==> src/rtl/imem_uart_loader.sv <==
// UART boot loader: receives an 8N1 byte stream (16-bit word count, then big-endian
// 32-bit words) and writes the words into instruction memory while holding Loading high.
module imem_uart_loader #(
    parameter int CLKS_PER_BIT = 868,
    parameter int ADDR_WIDTH   = 7
) (
    input  logic                  Clk,
    input  logic                  Reset,
    input  logic                  RxD,
    output logic                  WrEn,
    output logic [ADDR_WIDTH-1:0] WrAddr,
    output logic [31:0]           WrData,
    output logic                  Loading,
    output logic                  Done,
    output logic                  FrameErr,
    output logic                  LenErr,
    output logic [ADDR_WIDTH:0]   WordCount
);

    localparam int CNT_W = $clog2(CLKS_PER_BIT);
    localparam logic [CNT_W-1:0]    HALF_LAST = CNT_W'(CLKS_PER_BIT / 2 - 1);
    localparam logic [CNT_W-1:0]    BIT_LAST  = CNT_W'(CLKS_PER_BIT - 1);
    localparam logic [CNT_W-1:0]    CNT_ONE   = CNT_W'(1);
    localparam logic [16:0]         MAX_WORDS = 17'(2 ** ADDR_WIDTH);
    localparam logic [ADDR_WIDTH:0] WC_ONE    = (ADDR_WIDTH + 1)'(1);

    typedef enum logic [1:0] {RX_IDLE, RX_START, RX_BITS, RX_STOP} rx_state_t;
    typedef enum logic [2:0] {HDR_HI, HDR_LO, DATA, DONE, ERROR} state_t;

    rx_state_t rx_state, rx_next;
    state_t    state, state_next;

    logic                  rx_meta, rx_sync;
    logic [CNT_W-1:0]      cnt;
    logic [2:0]            bit_idx;
    logic [7:0]            shift;
    logic                  byte_valid;
    logic                  frame_bad;

    logic [7:0]            n_hi;
    logic [ADDR_WIDTH:0]   n_words;
    logic [23:0]           word_buf;
    logic [1:0]            byte_idx;
    logic                  wr_en;
    logic [31:0]           wr_data;
    logic [ADDR_WIDTH:0]   word_count;
    logic                  frame_err;
    logic                  len_err;

    logic [15:0]           hdr_count;
    logic                  len_bad;
    logic [ADDR_WIDTH:0]   word_count_inc;

    assign hdr_count      = {n_hi, shift};
    assign len_bad        = {1'b0, hdr_count} > MAX_WORDS;
    assign word_count_inc = word_count + WC_ONE;

    always_ff @(posedge Clk) begin
        if (Reset) begin
            rx_state <= RX_IDLE;
            state    <= HDR_HI;
        end else begin
            rx_state <= rx_next;
            state    <= state_next;
        end
    end

    always_comb begin
        rx_next = rx_state;
        case (rx_state)
            RX_IDLE:  if (!rx_sync) rx_next = RX_START;
            RX_START: if (cnt == HALF_LAST) rx_next = rx_sync ? RX_IDLE : RX_BITS;
            RX_BITS:  if (cnt == BIT_LAST && bit_idx == 3'd7) rx_next = RX_STOP;
            RX_STOP:  if (cnt == BIT_LAST) rx_next = RX_IDLE;
            default:  rx_next = RX_IDLE;
        endcase
    end

    // Receiver datapath; the byte/frame strobes land on the edge that samples the stop bit.
    always_ff @(posedge Clk) begin
        if (Reset) begin
            rx_meta    <= 1'b1;
            rx_sync    <= 1'b1;
            cnt        <= '0;
            bit_idx    <= '0;
            shift      <= '0;
            byte_valid <= 1'b0;
            frame_bad  <= 1'b0;
        end else begin
            rx_meta    <= RxD;
            rx_sync    <= rx_meta;
            byte_valid <= 1'b0;
            frame_bad  <= 1'b0;
            case (rx_state)
                RX_IDLE: begin
                    cnt     <= '0;
                    bit_idx <= '0;
                end
                RX_START: cnt <= (cnt == HALF_LAST) ? '0 : cnt + CNT_ONE;
                RX_BITS: begin
                    if (cnt == BIT_LAST) begin
                        cnt     <= '0;
                        shift   <= {rx_sync, shift[7:1]};
                        bit_idx <= bit_idx + 3'd1;
                    end else begin
                        cnt <= cnt + CNT_ONE;
                    end
                end
                RX_STOP: begin
                    if (cnt == BIT_LAST) begin
                        cnt        <= '0;
                        byte_valid <= rx_sync;
                        frame_bad  <= !rx_sync;
                    end else begin
                        cnt <= cnt + CNT_ONE;
                    end
                end
                default: cnt <= '0;
            endcase
        end
    end

    always_comb begin
        state_next = state;
        case (state)
            HDR_HI: if (byte_valid) state_next = HDR_LO;
            HDR_LO: begin
                if (byte_valid) begin
                    if (len_bad)
                        state_next = ERROR;
                    else if (hdr_count == 16'd0)
                        state_next = DONE;
                    else
                        state_next = DATA;
                end
            end
            DATA:    if (wr_en && word_count_inc == n_words) state_next = DONE;
            DONE:    state_next = DONE;
            ERROR:   state_next = ERROR;
            default: state_next = ERROR;
        endcase
        if (frame_bad && (state == HDR_HI || state == HDR_LO || state == DATA))
            state_next = ERROR;
    end

    // The write strobe is raised the edge after a word's 4th byte arrives; the count advances after it.
    always_ff @(posedge Clk) begin
        if (Reset) begin
            n_hi       <= '0;
            n_words    <= '0;
            word_buf   <= '0;
            byte_idx   <= '0;
            wr_en      <= 1'b0;
            wr_data    <= '0;
            word_count <= '0;
            frame_err  <= 1'b0;
            len_err    <= 1'b0;
        end else begin
            wr_en <= 1'b0;
            case (state)
                HDR_HI: if (byte_valid) n_hi <= shift;
                HDR_LO: begin
                    if (byte_valid) begin
                        n_words <= hdr_count[ADDR_WIDTH:0];
                        if (len_bad) len_err <= 1'b1;
                    end
                end
                DATA: begin
                    if (byte_valid) begin
                        word_buf <= {word_buf[15:0], shift};
                        byte_idx <= byte_idx + 2'd1;
                        if (byte_idx == 2'd3) begin
                            wr_en   <= 1'b1;
                            wr_data <= {word_buf, shift};
                        end
                    end
                    if (wr_en) word_count <= word_count_inc;
                end
                default: ;
            endcase
            if (frame_bad && (state == HDR_HI || state == HDR_LO || state == DATA))
                frame_err <= 1'b1;
        end
    end

    assign WrEn      = wr_en;
    assign WrAddr    = word_count[ADDR_WIDTH-1:0];
    assign WrData    = wr_data;
    assign Loading   = (state != DONE);
    assign Done      = (state == DONE);
    assign FrameErr  = frame_err;
    assign LenErr    = len_err;
    assign WordCount = word_count;

endmodule

==> config.mk <==
export PLATFORM = sky130hd
export DESIGN_NAME = imem_uart_loader
export DESIGN_NICKNAME = d
export VERILOG_FILES = /design/src/rtl/imem_uart_loader.sv
export SDC_FILE = /design/constraint.sdc
export NUM_CORES = 1
export LEC_CHECK = 0
export CORE_MARGIN = 1
export CORE_UTILIZATION = 55
export DETAILED_ROUTE_END_ITERATION = 16
export PLACE_DENSITY = 0.9
export SETUP_SLACK_MARGIN = 0.3
export SYNTH_ARGS = -nofsm -noshare
export SYNTH_HDL_FRONTEND = slang
export SYNTH_SLANG_ARGS = --single-unit
==> constraint.sdc <==
create_clock -name Clk -period 2.23 [get_ports Clk]
set_input_delay 0.446 -clock Clk [delete_from_list [all_inputs] [get_ports Clk]]
set_output_delay 0.446 -clock Clk [all_outputs]
set_load 0.03 [all_outputs]
Word-level counts from Yosys, hierarchy flattened. Index checks and enable logic that the tools add are counted. Widths: inputs -> output; s select.

Flip-flop bits (word level): 115. Input bits: 3. Output and inout port bits: 52. Logic and storage cells: 95.

$add $sub $neg: 4. Order comparisons: 1. Eq/ne operators: 23. Multiplexer cells: 19. Bitwise logic cells: 4. Reduce and logical (&&, ||, !) cells: 25.

Operators by type and width (count): $pmux 10 s3 (1); $mux 10 (2); $mux 3 (6); $gt 16x8->1 const B (1); $logic_not 16->1 (1); $ne 2x2->1 const B (8); $ne 3x2->1 const B (4); $pmux 3 s4 (1); $reduce_and 2->1 (6); $reduce_and 3->1 (4); $add 10x1->10 const B (1); $eq 10x10->1 const B (1); $eq 10x9->1 const B (1); $mux 2 (5); $add 8x1->8 const B (1); $eq 8x8->1 (1); $pmux 2 s4 (1); $eq 2x2->1 const B (3); $eq 3x2->1 const B (2); $pmux 3 s2 (1); $reduce_or 3->1 (2); $not 1->1 (4); $reduce_and 4->1 (1); $reduce_or 2->1 (2); other kinds (12) (16).

Depth between registers and ports, before layout.
Depth in word-level cells: 6. Depth in mapped cells: 8. Gate-level depth less buffers: 7.

Worst setup path after synthesis. No wires, ideal clock.

Kind: reg2reg. Start: register word_count[0] (netlist: WordCount[0]). End: register state[0]. Setup time: 0.070 ns. Data arrival time: 1.922 ns. Required time: 2.160 ns. Setup slack: 0.238 ns. Cell stages (with the launch flop): 8. Path buffers: 0. Clock period less this slack: 1.992 ns. Cell sequence: dfxtp_1 ha_1 nand3_1 or3_1 a22o_1 nand2_1 nand4_1 a21oi_1.

Word-level cells in the longest chain between the ends: 5.

Ends and longest elaborated chain: start, declared (RTL line 46) `logic [ADDR_WIDTH:0] word_count;`; start signal, assigned (RTL line 177) `if (wr_en) word_count <= word_count_inc;`; $add 8x1->8 (RTL line 56) `assign word_count_inc = word_count + WC_ONE;`; $eq 8x8->1 (RTL line 137) `DATA: if (wr_en && word_count_inc == n_words) state_next = DONE;`; $logic_and 1x1->1 (RTL line 137); $ne 2x2->1 (no source line); $reduce_and 3->1 (no source line); end signal, assigned (RTL line 64) `state <= state_next;`; end, declared (RTL line 31) `state_t state, state_next;`.

No other way between the ends. A chain may end at the register's enable or synchronous reset.

Final worst setup path.
Start: register word_count[6] (netlist: WordCount[6]). End: output port WrAddr[6].

RTL lines: end, declared (RTL line 11) `output logic [ADDR_WIDTH-1:0] WrAddr,`.

No word-level cell between the ends.

==> results list <==
- The number of antenna violations at the first check in global routing was 0.
- The run finished with clean final reports.
- Switching Power: 990 uW
* Residual DRC count: 0
- Number of nets in the synthesized netlist: 568
- In this run the cell area of the synthesized design comes to roughly 0.0046 mm2.
* Fin cells: 716
- For this run, the detailed router's first-pass iteration total came to 5.
- Of the total power, the share spent switching nets is 0.206.
- The H-tree was split into 4 levels.
- Input and output buffers added on the ports amount to 54.
- Across every metal layer, demand over resource in global routing totals 0.251.
* Die span in x: roughly 94 um
- Clock skew on the completed layout was measured at 0.00694 ns.
- In the final routed layout, each cell accounts on average for 14.9 um.
- Row generation in the floorplan step produced 33 rows.
* Post-Synth Simple-Gate Area: 0.252
- In the final design database the tool counted 607 nets.
- Worst Path Buf+Inv: 1
- The share of synthesized area in the top cell type comes to 0.496.
* HPWL after DPL: 6550 um
* Wire length of the first global-routing pass: ~17,000 um
- Wire length reported by the detailed router: 10,700 um
* Cell type with the highest aggregate area in the netlist: sky130_fd_sc_hd__dfxtp_1
* Area of the die: 0.00880 mm2
- In the routed layout, each cell is associated on average with a via count of 5.56.
* Layout area overhead: 23.6%
- First DRT Iteration DRCs: 344
- Final standard cell utilization of the core: 0.701
- Classification of the worst-slack hold path: flop to flop
* Latest clock arrival within the worst-skew pair: about 0.52 ns
- The design draws 4810 uW.
- Total clock buffers created by CTS: 17
* Post-detailed-placement cell area: 0.00512 mm2
- Pin slew with the least headroom to its limit: between 0.7 and 0.8 ns
* Crit-path max FO: 9
* Maximum ir drop on the vdd rail: 0.000650 V
- Number of placed cells counting well taps: 682
* Cell chosen for the clock root: sky130_fd_sc_hd__clkbuf_8
- Vertical die dimension: 93.8 um
- Final critical delay including setup and external delays: 1.88 ns
- The number of different library cells used by synthesis comes to 47.
- Data on the critical path arrives at its endpoint at roughly 1.4 ns.
* Routability cong.: between 0.8 and 0.9
* Cell family contributing the most delay on the critical path: flip-flops
- The longest clock path from root to sink contains 2 buffers.
- For this configuration, the core starts out at a cell density of 0.567.
- In the synthesized netlist, the number of instances is roughly 560.
- On the critical path, the stage with the largest delay is an instance of sky130_fd_sc_hd__dfxtp_1.
- Vias in the first global route: approximately 3,800
- Summed over all cells, the static leakage comes to 0.00220 uW.
* Timing-limited maximum frequency: 0.532 GHz
- By startpoint and endpoint, the worst setup path is classified as flop to output pin.
- The sequential cells in the finished layout cover a total of 0.00232 mm2.
- The detail route stage leaves a number of antenna-violating nets equal to 0.
- Delay of the slowest cell on the worst path: 0.47 ns
- The internal power of the cells totals 3820 uW.
* Synth Area in XOR/XNOR: 0.0415
- Of the total power, the clock network draws 0.564.
* Clock tree from TritonCTS: built
* Mean Syn Cell Area: 8.30 um2
- Fill cells in the final layout number 590.
* Count of pins over their slew limit: 0
- Logic pwr share: 0.009
- The critical path goes through dlygate4sd2_1.
- Entering global routing, the biggest net connects 41 pins.
- Of the synthesized area, sequential elements account for 0.496.
- Counting flops and latches in the post-synthesis netlist gives between 100 and 150.
- The hold violation count in the final report is 0.
- Placeable core region: around 0.0082 mm2
- Final-report setup violation count: 0
- Critical Path Start Type: flop
* RSZ-0062 raised after global routing: false
* Final standard cell area without fillers: 0.00573 mm2
- Period utilization: 0.843
- Area used by multi-input combinational logic: 0.00212 mm2
* Count of inserted antenna diode cells: 0
- The synthesized-area fraction occupied by ao, oa, aoi and oai cells was 0.111.
- Fraction of the mapped netlist area in adder cells: 0.0162
- Cell types with the largest area share after synthesis: sky130_fd_sc_hd__dfxtp_1, sky130_fd_sc_hd__nand2_1, sky130_fd_sc_hd__a21oi_1
* Fraction of synthesized area in multiplexers: 0.0237
* Maxcap violations: 0
- Worst max-slew margin expressed relative to the limit: 0.486
- Warnings from Yosys: 0
* Part of the power in registers: 0.428
- Leaving out fill and tap cells, the most frequent cells in the layout are sky130_fd_sc_hd__nand2_1, sky130_fd_sc_hd__dfxtp_1, sky130_fd_sc_hd__a21oi_1.
- The worst setup path is captured at an output pin.
* Via count of the routed design: 3,981
- Clock slew seen by the registers of the worst setup and hold paths: 0.06 ns
- Counting every sink on the clock net gives 115.
* Accumulated negative setup slack: 0 ns
- Aggregate global routing overflow: 0
- In the final layout, the share of cells above drive strength 1 is 0.113.
* Combinational family with the most area after synthesis: simple AND/OR/NAND/NOR gates
- Commonest non-fill, non-tap cell in the layout: sky130_fd_sc_hd__nand2_1
* Worst Path Required: 1.78 ns
- For this design the ratio of total power to cell area is about 840 mW/mm2.
- 55 I/O pins were placed.
==> power by group through the flow <==
stage	Clock, uW	Sequential, uW	Combinational (uW)
6_report	2710	2060	42.2
3_3_place_gp	0	2110	40.1
4_1_cts	2720	2060	41.7
2_1_floorplan	0	2110	32.9
5_1_grt	2820	2060	46.6
3_5_place_dp	0	2110	41.4
==> registers in the layout, summed over array words and instances, names as in the netlist, named ones only <==
register and count:
word_buf 24, rx_sync 1, cnt 10, state 3
n_words 8, frame_bad 1, shift 8, byte_idx 2
WrData 32, byte_valid 1, bit_idx 3, rx_meta 1
n_hi 8, FrameErr 1, rx_state 1, WrEn 1
WordCount 8, LenErr 1
==> final cells by class <==
type	instances	area share
clock buffers	20	0.0777
clock inverters	12	0.0268
inverters	6	0.00393
multi-input cells	394	0.369
flip-flops and latches	115	0.405
well taps	105	0.0229
repair buffers	64	0.0941
==> timing repair <==
action                                  4_1_cts  5_1_grt
pin swaps                                     2        3
resized for setup                            64       16
hold buffers                                  0        0
hold endpoints to repair                      0        0
endpoints found under the setup margin       73       25
cloned                                        0        1
buffers inserted                              1        0
==> layer usage <==
| layer | GRT usage | vias up | share of wire |
|---|---|---|---|
| met5 | 0 | - | 0 |
| met4 | 0.135 | 0 | 0.020 |
| met3 | 0.0704 | 23 | 0.061 |
| met2 | 0.418 | 155 | 0.51 |
| met1 | 0.291 | 1874 | 0.41 |
| li1 | - | 1929 | - |
==> synthesized netlist by cell type, drive strengths merged <==
cell,n
or4b,1
nand3,9
and4,3
dfxtp,115
nor3,5
nor4bb,3
a22oi,2
o221ai,1
nor3b,3
clkbuf,18
xor2,12
or3,3
nand2,162
nor2,40
or3b,1
inv,6
ha,6
nand4,8
and3,1
and2,5
a31oi,2
o31ai,1
buf,26
a311oi,2
o21ai,3
nor4b,3
o22ai,2
nor2b,1
mux2i,11
a41oi,1
a22o,1
xnor2,10
a21oi,82
or2,2
nor4,5
nand2b,3
==> cell families (layout without fill, tap and decap cells) <==
kind of cell,count (synthesis),after routing
buffers and inverters,50,102
muxes,11,11
xor gates and xnor gates,22,22
AOI/OAI and AO/OA,97,97
and+or+nand+nor,258,258
DFF,115,115
adders and majority gates,6,6
==> through the flow <==
| step | hold slack (ns) | setup WS [ns] |
|---|---|---|
| after floorplan | 0.389 | 0.419 |
| after global placement | 0.391 | 0.365 |
| after detailed placement | 0.406 | 0.131 |
| after CTS | 0.421 | 0.226 |
| after global routing | 0.428 | 0.289 |
| final | 0.414 | 0.350 |
==> path summary, 6_finish.rpt <==
| check | startpoint | endpoint | slack [ns] | cells after the start |
|---|---|---|---|---|
| max | WordCount[6]$_SDFFE_PP0P_ | WrAddr[6] | 0.35 | 1 |
| min | rx_meta$_SDFF_PP1_ | rx_sync$_SDFF_PP1_ | 0.41 | 1 |
| max reg2reg | cnt[1]$_SDFF_PP0_ | shift[3]$_SDFFE_PP0P_ | 0.35 | 8 |
| min reg2reg | rx_meta$_SDFF_PP1_ | rx_sync$_SDFF_PP1_ | 0.41 | 1 |
Note: power is estimated with default switching activity, not from simulation.
